**config.mk**
```make
export PLATFORM = sky130hd
export DESIGN_NAME = audio_nios_sample_writer
export DESIGN_NICKNAME = d
export VERILOG_FILES = /design/src/rtl/audio_nios_pkg.sv /design/src/rtl/audio_nios_sample_fifo.sv /design/src/rtl/audio_nios_sample_writer.sv
export SDC_FILE = /design/constraint.sdc
export NUM_CORES = 1
export LEC_CHECK = 0
export ABC_AREA = 0
export BUFFER_PORTS_ARGS = -buffer_cell sky130_fd_sc_hd__clkbuf_2
export CORE_ASPECT_RATIO = 1.1
export CORE_MARGIN = 2
export CORE_UTILIZATION = 50
export DETAILED_ROUTE_END_ITERATION = 10
export PLACE_DENSITY = 0.84
export SYNTH_ARGS = -nofsm -noshare
export SYNTH_HDL_FRONTEND = slang
export SYNTH_SLANG_ARGS = --single-unit
export TNS_END_PERCENT = 100
```
**constraint.sdc**
```tcl
create_clock -name clk -period 2.2 [get_ports clk]
set_input_delay 0 -clock clk [delete_from_list [all_inputs] [get_ports clk]]
set_output_delay 0 -clock clk [all_outputs]
set_load 0.03 [all_outputs]
```
**src/rtl/audio_nios_pkg.sv**
```systemverilog
// Shared definitions for the audio sample writer: data width, byte lanes, FSM encoding.
package audio_nios_pkg;

  localparam int unsigned DataW = 32;
  localparam logic [3:0]  ByteEnAll = 4'hF;

  typedef enum logic [1:0] {
    StIdle  = 2'd0,
    StRun   = 2'd1,
    StDrain = 2'd2
  } state_e;

endpackage

```
**src/rtl/audio_nios_sample_fifo.sv**
```systemverilog
// Synchronous sample FIFO; Depth must be a power of two so the pointers wrap naturally.
module audio_nios_sample_fifo
  import audio_nios_pkg::*;
#(
  parameter int unsigned Depth = 4
) (
  input  logic                       clk_i,
  input  logic                       rst_i,
  input  logic                       push_i,
  input  logic [DataW-1:0]           wdata_i,
  input  logic                       pop_i,
  output logic [DataW-1:0]           rdata_o,
  output logic                       full_o,
  output logic                       empty_o,
  output logic [$clog2(Depth):0]     count_o
);

  localparam int unsigned PtrW = $clog2(Depth);

  logic [DataW-1:0] mem_q [Depth];
  logic [PtrW-1:0]  wr_q, wr_d, rd_q, rd_d;
  logic [PtrW:0]    count_q, count_d;
  logic             push_ok, pop_ok;

  // Overflowing pushes and underflowing pops are dropped.
  always_comb begin
    push_ok = push_i && !full_o;
    pop_ok  = pop_i && !empty_o;
    wr_d    = push_ok ? wr_q + PtrW'(1) : wr_q;
    rd_d    = pop_ok ? rd_q + PtrW'(1) : rd_q;
    count_d = count_q;
    if (push_ok && !pop_ok) begin
      count_d = count_q + (PtrW + 1)'(1);
    end else if (!push_ok && pop_ok) begin
      count_d = count_q - (PtrW + 1)'(1);
    end
  end

  // Storage array; contents need no reset since count gates visibility.
  always_ff @(posedge clk_i) begin
    if (push_ok) begin
      mem_q[wr_q] <= wdata_i;
    end
  end

  // Pointer and occupancy registers.
  always_ff @(posedge clk_i) begin
    if (rst_i) begin
      wr_q    <= '0;
      rd_q    <= '0;
      count_q <= '0;
    end else begin
      wr_q    <= wr_d;
      rd_q    <= rd_d;
      count_q <= count_d;
    end
  end

  assign rdata_o = mem_q[rd_q];
  assign full_o  = (count_q == (PtrW + 1)'(Depth));
  assign empty_o = (count_q == '0);
  assign count_o = count_q;

endmodule

```
**src/rtl/audio_nios_sample_writer.sv**
```systemverilog
// Captures an Avalon-ST audio stream into a ring buffer in on-chip memory.
module audio_nios_sample_writer
  import audio_nios_pkg::*;
#(
  parameter int unsigned DEPTH_WORDS = 51200,
  parameter int unsigned BASE_ADDR   = 0,
  parameter int unsigned FIFO_DEPTH  = 4,
  parameter int unsigned ADDR_W      = 16
) (
  input  logic              clk,
  input  logic              reset,
  input  logic              enable,
  input  logic [DataW-1:0]  snk_data,
  input  logic              snk_valid,
  output logic              snk_ready,
  output logic [ADDR_W-1:0] mem_address,
  output logic [3:0]        mem_byteenable,
  output logic              mem_chipselect,
  output logic              mem_write,
  output logic [DataW-1:0]  mem_writedata,
  output logic              mem_clken,
  input  logic              mem_grant,
  output logic              irq_half,
  output logic              irq_full,
  output logic              overrun,
  input  logic              irq_clear,
  output logic [ADDR_W-1:0] wr_ptr
);

  localparam int unsigned       CntW     = $clog2(FIFO_DEPTH) + 1;
  localparam logic [ADDR_W-1:0] LastIdx  = ADDR_W'(DEPTH_WORDS - 1);
  localparam logic [ADDR_W-1:0] HalfIdx  = ADDR_W'(DEPTH_WORDS / 2 - 1);
  localparam logic [ADDR_W-1:0] BaseAddr = ADDR_W'(BASE_ADDR);

  state_e            state_q, state_d;
  logic [ADDR_W-1:0] wr_ptr_q, wr_ptr_d;
  logic              irq_half_q, irq_half_d;
  logic              irq_full_q, irq_full_d;
  logic              overrun_q, overrun_d;

  logic              fifo_full, fifo_empty;
  logic [CntW-1:0]   fifo_count;
  logic [DataW-1:0]  fifo_rdata;
  logic              push, wr_fire, accept_ok;

  // Reset gates ready and writes combinationally so nothing moves in the reset cycle.
  always_comb begin
    accept_ok = !reset && (state_q == StRun) && enable;
    snk_ready = accept_ok && !fifo_full;
    push      = snk_valid && snk_ready;
    wr_fire   = !reset && (state_q != StIdle) && !fifo_empty && mem_grant;
  end

  audio_nios_sample_fifo #(
    .Depth (FIFO_DEPTH)
  ) u_fifo (
    .clk_i   (clk),
    .rst_i   (reset),
    .push_i  (push),
    .wdata_i (snk_data),
    .pop_i   (wr_fire),
    .rdata_o (fifo_rdata),
    .full_o  (fifo_full),
    .empty_o (fifo_empty),
    .count_o (fifo_count)
  );

  // Next-state: run control, ring pointer and sticky flags (set beats clear).
  always_comb begin
    state_d = state_q;
    unique case (state_q)
      StIdle:  if (enable) state_d = StRun;
      StRun:   if (!enable) state_d = StDrain;
      StDrain: if (fifo_count == '0) state_d = StIdle;
      default: state_d = StIdle;
    endcase

    wr_ptr_d = wr_ptr_q;
    if (state_q == StIdle && enable) begin
      wr_ptr_d = '0;
    end else if (wr_fire) begin
      wr_ptr_d = (wr_ptr_q == LastIdx) ? '0 : wr_ptr_q + ADDR_W'(1);
    end

    irq_half_d = (wr_fire && wr_ptr_q == HalfIdx) || (irq_half_q && !irq_clear);
    irq_full_d = (wr_fire && wr_ptr_q == LastIdx) || (irq_full_q && !irq_clear);
    overrun_d  = (accept_ok && snk_valid && !snk_ready) || (overrun_q && !irq_clear);
  end

  // State registers with synchronous reset.
  always_ff @(posedge clk) begin
    if (reset) begin
      state_q    <= StIdle;
      wr_ptr_q   <= '0;
      irq_half_q <= 1'b0;
      irq_full_q <= 1'b0;
      overrun_q  <= 1'b0;
    end else begin
      state_q    <= state_d;
      wr_ptr_q   <= wr_ptr_d;
      irq_half_q <= irq_half_d;
      irq_full_q <= irq_full_d;
      overrun_q  <= overrun_d;
    end
  end

  // Memory bus drive; the write strobe pair is only raised on a granted write.
  always_comb begin
    mem_address    = BaseAddr + wr_ptr_q;
    mem_byteenable = ByteEnAll;
    mem_chipselect = wr_fire;
    mem_write      = wr_fire;
    mem_writedata  = fifo_rdata;
    mem_clken      = 1'b1;
  end

  assign irq_half = irq_half_q;
  assign irq_full = irq_full_q;
  assign overrun  = overrun_q;
  assign wr_ptr   = wr_ptr_q;

endmodule

```
==> results by stage, run 1 <==
Run status:
- The flow ran to the end, and the final reports show no timing, DRC or antenna violations.

Pwr:
- Power spread over the standard cell area amounts to 846 nW/um^2.
- IR analysis of the VDD net gives a maximum drop of 0.659 mV.
- The standby leakage power is 2.85 nW.
- The total chip power is 6.82 mW.

Worst setup path:
- The largest fanout on the critical path is 4.
- STA classifies the critical path endpoint as a register.
- Measured in cells, the most critical reg-to-reg path has a length of 9.
- The worst setup path is of the register to register kind.
- The reg-to-reg critical path endpoint is u_fifo.count_o[2]$_SDFFE_PP0P_.
- The type of origin of the critical path is a register.
- The arrival time at the worst endpoint is 2.48 ns.
- The worst register-to-register path begins at u_fifo.count_o[2]$_SDFFE_PP0P_.
- The register-to-register setup slack is 0.07 ns.
- The data required time of the critical path is 2.55 ns.

Final layout:
- The net count of the finished layout is 562.
- The number of antenna repair diodes is 0.
- The number of standard cells in the final layout excluding fillers is 687.
- In the final layout, the share of cells above drive strength 1 is 0.389.
- The area added between synthesis and finish is 27.4%.

GRT:
- The global route total overflow is 0.
- The first global-routing pass estimated 20.6 mm of wire.
- The total global routing track utilization is 0.200.
- The maximum number of pins on one net before global-route repair is 33.
- The number of global-route vias before repair is 3918.
- The number of antenna violations at the first check in global routing came to 0.

Logic synthesis:
- The share of the yosys chip area belonging to registers is 0.703.
- The synthesis-stage register bit count is 158.
- The cell with the most instances after synthesis is edfxtp_1.
- In the synthesized netlist the async set-or-reset flop fraction comes to 0.
- Of the post-synthesis cell area, the dominant cell type holds 0.608.
- By count the netlist is led by edfxtp_1, mux4_2, dfxtp_1.
- The biggest area contributor in the post-synthesis netlist is edfxtp_1.
- The number of flops mapped to enable cells by yosys is 128.
- The post-synth design cell area is 6320 um^2.
- In this run, distinct cell masters in the synthesized netlist total 46.
- The cell count after synthesis came out at 375.
- Each instance of the synthesized netlist takes up on average 16.9 um^2.
- Among all flip-flop cells after synthesis, the most frequent one is edfxtp_1.
- Yosys attributes the largest share of cell area to edfxtp_1, mux4_2, dfxtp_1, buf_4, a21oi_1.
- For this run, the number of Yosys warnings is 0.

Clock network:
- The count of clock tree sinks is 158.
- The longest clock path from root to sink contains 2 buffers.
- In this run, CTS created clock tree buffers numbering 17.
- The master cell of the clock root buffer is clkbuf_16.
- The clock insertion delay at the later pin of the skew report is 0.42 ns.
- The clock-pin slew reported for the worst setup and hold paths after clock tree synthesis is 0.06 ns.
- CTS built an H-tree with a depth of 4.
- TritonCTS built the clock tree.

Route:
- The detailed router finished its first iteration with 246 violations.
- After detailed routing, the number of remaining DRC violations is 0.
- The detail route stage leaves a number of antenna-violating nets equal to 0.
- The post-detailed-route via-to-cell ratio is 5.52.
- Before antenna repair, the detailed router went through 4 iterations.
- The sum of routed wire length over all layers is 13.0 mm.
- The per-cell routed wire length is 18.9 um.
- The count of vias placed by the detailed router is 3791.

Hold path:
- The startpoint identified for the worst hold timing path is snk_valid.
- The worst hold path stage count is 4.
- For hold timing, the worst endpoint is overrun$_SDFF_PP0_.
- The type of the most critical hold path is input port to register.

Timing:
- The final number of setup-violating endpoints is 0.
- The tightest slew margin relative to the limit is 0.420.
- Setup repair after global routing left no endpoint under its margin.
- In the final timing run, aggregate negative setup slack is 0 ns.
- Of the available clock period, the critical path in the final layout requires 0.968.
- The maximum clock frequency is 470 MHz.
- The clock skew after layout is 0.00827 ns.
- For the pin with the worst max-slew slack, the measured transition is 0.869 ns.
- The number of pins exceeding their max-slew limit in the final report is 0.
- Subtracting the final worst setup slack from the clock period gives 2.13 ns.
- The final-report hold violation count is 0.

Placement:
- The placed instance count is 619.
- At the end of routability-driven placement, the weighted congestion stood at 0.891.
- The half-perimeter wire length of the detailed placement result is 7.81 mm.
- The number of buffers added on ports is 107.

Die:
- After floorplanning, the core was divided into 43 placement rows.
- The y dimension of the die is 122 um.
- Measured along the x axis, the die boundary spans 111 um.
- The die outline area is 13600 um^2.
- 113 I/O pins were placed.
- The initial standard-cell utilization of the core is 0.507.
- The region available for standard cell placement spans 12500 um^2.

Run:
- The max-cap violation count is 0.
## per-stage QoR
stage | cell area [um^2] | setup slack (ns) | utilization | hold WS (ns)
after floorplan | 6370 | -0.0823 | - | 0.0989
after global placement | 6990 | 0.114 | 0.560 | 0.214
after detailed placement | 6990 | 0.00795 | 0.560 | 0.224
after CTS | 8030 | 0.0400 | 0.643 | 0.0244
after global routing | 8060 | 0.00855 | 0.645 | 0.0636
final | 8060 | 0.0707 | 0.645 | 0.0375
## metal layers
metal	global-route usage	routed length (um)
met5	0	0
met4	0.0687	157
met3	0.0483	682
met2	0.362	6870
met1	0.236	5290
## power breakdown
group / total, mW / switching (mW) / leakage (nW) / internal (mW)
clock: 3.35 / 1.20 / 0.333 / 2.15
combinational: 0.226 / 0.122 / 1.12 / 0.104
sequential: 3.24 / 0.00669 / 1.40 / 3.24
total: 6.82 / 1.33 / 2.85 / 5.49
## cells by family (layout without fill, tap and decap cells)
family / Yosys count / count (layout) / share of synthesized area
simple gates: 89 / 89 / 0.0815
other cells: 1 / 5 / 0.000593
buf+inv: 45 / 196 / 0.0422
mux: 35 / 35 / 0.119
fa+ha+maj: 7 / 7 / 0.0150
flops: 158 / 158 / 0.703
compound gates: 33 / 33 / 0.0293
xor+xnor: 7 / 7 / 0.00970
## critical path, stage by stage (launching register included)
cell	delay (ns)
dfxtp_1	0.33
or3_4	0.39
and3_4	0.17
inv_4	0.05
ha_4	0.12
inv_2	0.04
fa_2	0.37
xor2_1	0.15
or3_1	0.32
a21oi_1	0.12
## how the worst max path moves through the flow
| stage | startpoint | end | slack (ns) | cells past startpoint |
|---|---|---|---|---|
| finish | u_fifo.count_o[2]$_SDFFE_PP0P_ | u_fifo.count_o[2]$_SDFFE_PP0P_ | 0.07 | 9 |
| detailed placement | state_q[1]$_SDFFE_PP0P_ | u_fifo.count_o[2]$_SDFFE_PP0P_ | 0.008 | 8 |
| floorplan | u_fifo.count_o[2]$_SDFFE_PP0P_ | u_fifo.count_o[2]$_SDFFE_PP0P_ | -0.08 | 11 |
| global placement | state_q[1]$_SDFFE_PP0P_ | u_fifo.count_o[2]$_SDFFE_PP0P_ | 0.11 | 8 |
| global route | u_fifo.count_o[2]$_SDFFE_PP0P_ | u_fifo.count_o[2]$_SDFFE_PP0P_ | 0.009 | 9 |
| CTS | state_q[1]$_SDFFE_PP0P_ | u_fifo.count_o[2]$_SDFFE_PP0P_ | 0.04 | 9 |
## flip-flops by register name, indices dropped and copies added, names as in the netlist, named ones only
signal          cells
irq_full            1
irq_half            1
overrun             1
state_q             2
u_fifo.count_o      3
u_fifo.mem_q      128
u_fifo.rd_q         2
u_fifo.wr_q         2
wr_ptr             16
## layout by cell type (no fill, tap or decap), types with 4 or more instances in the layout
cell type and instances:
inv_1 6, edfxtp_1 128, or3_1 10, ha_1 5, o22ai_1 6, and2_2 4, a21oi_1 15, mux4_2 32
xor2_1 4, clkbuf_2 107, dlygate4sd3_1 36, buf_4 10, clkbuf_16 17, or4_1 7, bufinv_16 6, nand2_1 16
dfxtp_2 5, o21ai_0 5, inv_6 6, dfxtp_1 25, nand3_1 5, nor2_1 12, conb_1 5, nand4_1 8
## area by class of cell
class,count,area [um^2]
repair buffers,156,1020
flip-flops and latches,158,4450
clock buffers,17,425
inverters,8,32.5
well taps,157,196
multi-input cells,176,1680
clock inverters,15,253
fillers,900,4430
## timing repair
action | in CTS | in global routing
endpoints found under the hold margin | 133 | 0
pin swaps | 0 | 1
hold buffers | 36 | 0
endpoints found under the setup margin | 1 | 25
cloned | 0 | 0
buffers inserted | 0 | 0
gates resized for setup | 1 | 7
Power figures use the tool's default switching activity.
==> inputs of run 2 (changes only) <==
--- a/config.mk
+++ b/config.mk
@@ -7,9 +7,11 @@
 export LEC_CHECK = 0
 export ABC_AREA = 0
 export BUFFER_PORTS_ARGS = -buffer_cell sky130_fd_sc_hd__clkbuf_2
+export CELL_PAD_IN_SITES_DETAIL_PLACEMENT = 0
+export CELL_PAD_IN_SITES_GLOBAL_PLACEMENT = 1
 export CORE_ASPECT_RATIO = 1.1
 export CORE_MARGIN = 2
-export CORE_UTILIZATION = 50
+export CORE_UTILIZATION = 42
 export DETAILED_ROUTE_END_ITERATION = 10
 export PLACE_DENSITY = 0.84
 export SYNTH_ARGS = -nofsm -noshare
==> run 2 against run 1 <==
Against the previous run:
- sequential share of layout area up 0.42 points
- final area is 0.75% lower
- clock skew rose by 0.0042 ns
- hold slack better by 0.13 ns
- via count shrank 2.1%
- register-to-register slack got worse by 0.02 ns
- global-route usage down 3.9 points
- first-iteration DRC count increased by 8.9%
- critical path depth did not move
- wire length is 4.6% lower
- fmax fell by 1.1%
==> results by stage, run 2 (synthesis results as in run 1) <==
GRT:
- The number of antenna violations at the first check in global routing is 0.
- The maximum number of pins on one net before global-route repair is 33.
- The first global-routing pass estimated 19.7 mm of wire.
- The global route total overflow is 0.
- The number of global-route vias before repair is 3772.
- The total global routing track utilization is 0.161.

Worst setup path:
- The data required time of the critical path is 2.55 ns.
- In this design, the stage delay of the slowest critical-path cell is 0.38 ns.
- The worst register-to-register path begins at u_fifo.count_o[2]$_SDFFE_PP0P_.
- The path depth of the worst reg2reg path is 9.
- The largest fanout on the critical path is 4.
- The arrival time at the worst endpoint is 2.50 ns.
- The cell type of the slowest stage on the worst timing path is or3_4.
- The endpoint kind of the worst setup timing path is a register.
- The signal on the critical path passes through or3_4, and3_4, inv_4, ha_4, inv_2, fa_2, xor2_1, or3_1, a21oi_2.
- The register-to-register setup slack is 0.05 ns.
- Together, buffers and inverters on the worst path number 2.
- The cell count along the critical path is 9.
- STA classifies the critical path startpoint as a register.
- The endpoint identified for the worst register-to-register timing path is u_fifo.count_o[2]$_SDFFE_PP0P_.
- The critical path class is register to register.
- The cell type group with the largest total delay on the critical path is simple AND/OR/NAND/NOR gates.

Route:
- The detailed router placed 3710 vias in this run.
- The per-cell routed wire length is 17.0 um.
- The detail route stage leaves a number of antenna-violating nets equal to 0.
- The count of unresolved DRC violations after routing is 0.
- The post-detailed-route via-to-cell ratio is 5.09.
- After the first detailed-routing iteration, the DRC count stood at 268.
- After detailed routing, the total wire length is 12.4 mm.
- Before antenna repair, the detailed router went through 4 iterations.

Timing:
- The measured slew at the worst slew-check pin is 0.611 ns.
- Dividing the final minimum period by the clock period gives 0.978.
- The number of pins exceeding their max-slew limit in the final report was 0.
- The tightest slew margin relative to the limit is 0.591.
- The final worst-path setup slack is 0.0480 ns.
- Counting I/O delays and the setup requirement, the final critical path takes 2.15 ns.
- The final number of setup-violating endpoints is 0.
- Setup repair after global routing could not meet its margin everywhere.
- The clock skew after layout is 0.0125 ns.
- The final-report hold violation count was 0.
- The maximum clock frequency is 465 MHz.

Die:
- The floorplan has 47 rows.
- The initial utilization of the core area, before any placement, comes to 0.425.
- The die span in x is 121 um.
- The core region is 14900 um^2.
- The I/O pin count is 113.
- Measured along the y axis, the die boundary spans 133 um.
- The die outline area is 16100 um^2.

Clock network:
- The tree built by TritonCTS fans out to 158 sinks.
- The master cell of the clock root buffer is clkbuf_16.
- The maximum level of the CTS H-tree is 4.
- The clock insertion delay at the later pin of the skew report is 0.41 ns.
- The clock tree from TritonCTS is done.
- Buffers inserted during clock tree synthesis total 17.
- The number of setup buffers added after CTS is 0.
- The maximum number of buffers from clock root to sink is 2.
- The clock-pin slew reported for the worst setup and hold paths after clock tree synthesis is 0.06 ns.

Placement:
- The pre-CTS setup slack is -0.0755 ns.
- The half-perimeter wire length of the detailed placement result is 8.06 mm.
- The weighted congestion at the end of routability-driven global placement is 0.842.
- The number of buffers added on ports is 107.

Hold path:
- The tightest min-delay check is of the input port to register type.
- The hold-critical path endpoint is wr_ptr[2]$_SDFFE_PP0P_.
- The startpoint identified for the worst hold timing path is mem_grant.
- The worst hold path stage count is 5.

Run status:
- The run finished with clean final reports.

Final layout:
- In the final layout, the share of cells above drive strength 1 is 0.386.
- Leaving out fill and tap cells, the most frequent cell in the layout is edfxtp_1.
- In the final design database the tool counted 565 nets.
- The flip-flop count of the largest register, all copies and words added is 128.
- The register with the most flip-flops is u_fifo.mem_q.
- The multi-input combinational cells in the finished layout cover a total of 1670 um^2.
- The number of antenna repair diodes is 0.
- In the layout the commonest cells are edfxtp_1, clkbuf_2, dlygate4sd3_1.
- Compared with the post-synthesis result, the final layout area differs by 26.5%.
- The footprint of the flip-flops and latches is 4450 um^2.
- After filler insertion, the fill cell instance count of the layout stands at 1221.

Pwr:
- The completed layout was analyzed and its total power is 6.15 mW.
- The total power density per cell area is 769 nW/um^2.
- The analysis attributes to cell leakage a power of 2.80 nW.
- The maximum vdd ir drop is 0.479 mV.

Run:
- The tool flagged a number of max-cap violations equal to 0.
## run 2: area by class of cell
class / instances / share of cell area
sequential: 158 / 0.557
multi-input combinational: 176 / 0.209
timing repair buffer: 159 / 0.131
clock buffer: 19 / 0.0541
tap: 196 / 0.0307
clock inverter: 13 / 0.0146
inverter: 8 / 0.00407
## run 2: layer usage
metal,vias up,GRT usage,wire [um],share of wire
met5,-,0,0,0
met4,0,0.0556,97,0.0078
met3,7,0.0444,797,0.064
met2,138,0.269,6320,0.51
met1,1828,0.202,5190,0.42
li1,1737,-,-,-
## run 2: tightest hold or removal path, delay by kind of cell
kind | cells | cell delay [ns]
and+or+nand+nor | 3 | 0.41
buffers and inverters | 1 | 0.08
xor gates and xnor gates | 1 | 0.06
## run 2: power by group
part	switching, mW	internal, mW
clock	1.12	1.56
combinational	0.120	0.106
sequential	0.00646	3.24
## run 2: what timing repair did
item / 4_1_cts / 5_1_grt
hold endpoints to repair: 137 / 0
hold buffers: 37 / 0
cloned: 0 / 0
gates resized for setup: 5 / 5
setup endpoints to repair: 129 / 1
pin swaps: 0 / 1
## run 2: worst max path at each step
stage	endpoint	slack [ns]	startpoint
floorplan	u_fifo.count_o[2]$_SDFFE_PP0P_	-0.08	u_fifo.count_o[2]$_SDFFE_PP0P_
global placement	u_fifo.mem_q[2][14]$_DFFE_PP_	-0.02	state_q[1]$_SDFFE_PP0P_
detailed placement	u_fifo.mem_q[1][24]$_DFFE_PP_	-0.08	state_q[1]$_SDFFE_PP0P_
CTS	u_fifo.count_o[2]$_SDFFE_PP0P_	0.04	u_fifo.count_o[2]$_SDFFE_PP0P_
global route	u_fifo.count_o[2]$_SDFFE_PP0P_	-0.002	u_fifo.count_o[2]$_SDFFE_PP0P_
finish	u_fifo.count_o[2]$_SDFFE_PP0P_	0.05	u_fifo.count_o[2]$_SDFFE_PP0P_
## run 2: metrics by stage
stage / setup TNS, ns / hold slack (ns) / instances / utilization / cell area, um^2
2_1_floorplan: -0.0823 / 0.0989 / 379 / - / 6370
4_1_cts: 0 / 0.157 / 729 / 0.536 / 7980
3_5_place_dp: -7.76 / 0.224 / 660 / 0.474 / 7050
5_1_grt: -0.00155 / 0.213 / 729 / 0.537 / 8000
3_3_place_gp: -1.72 / 0.213 / 660 / 0.474 / 7050
6_report: 0 / 0.171 / 729 / 0.537 / 8000
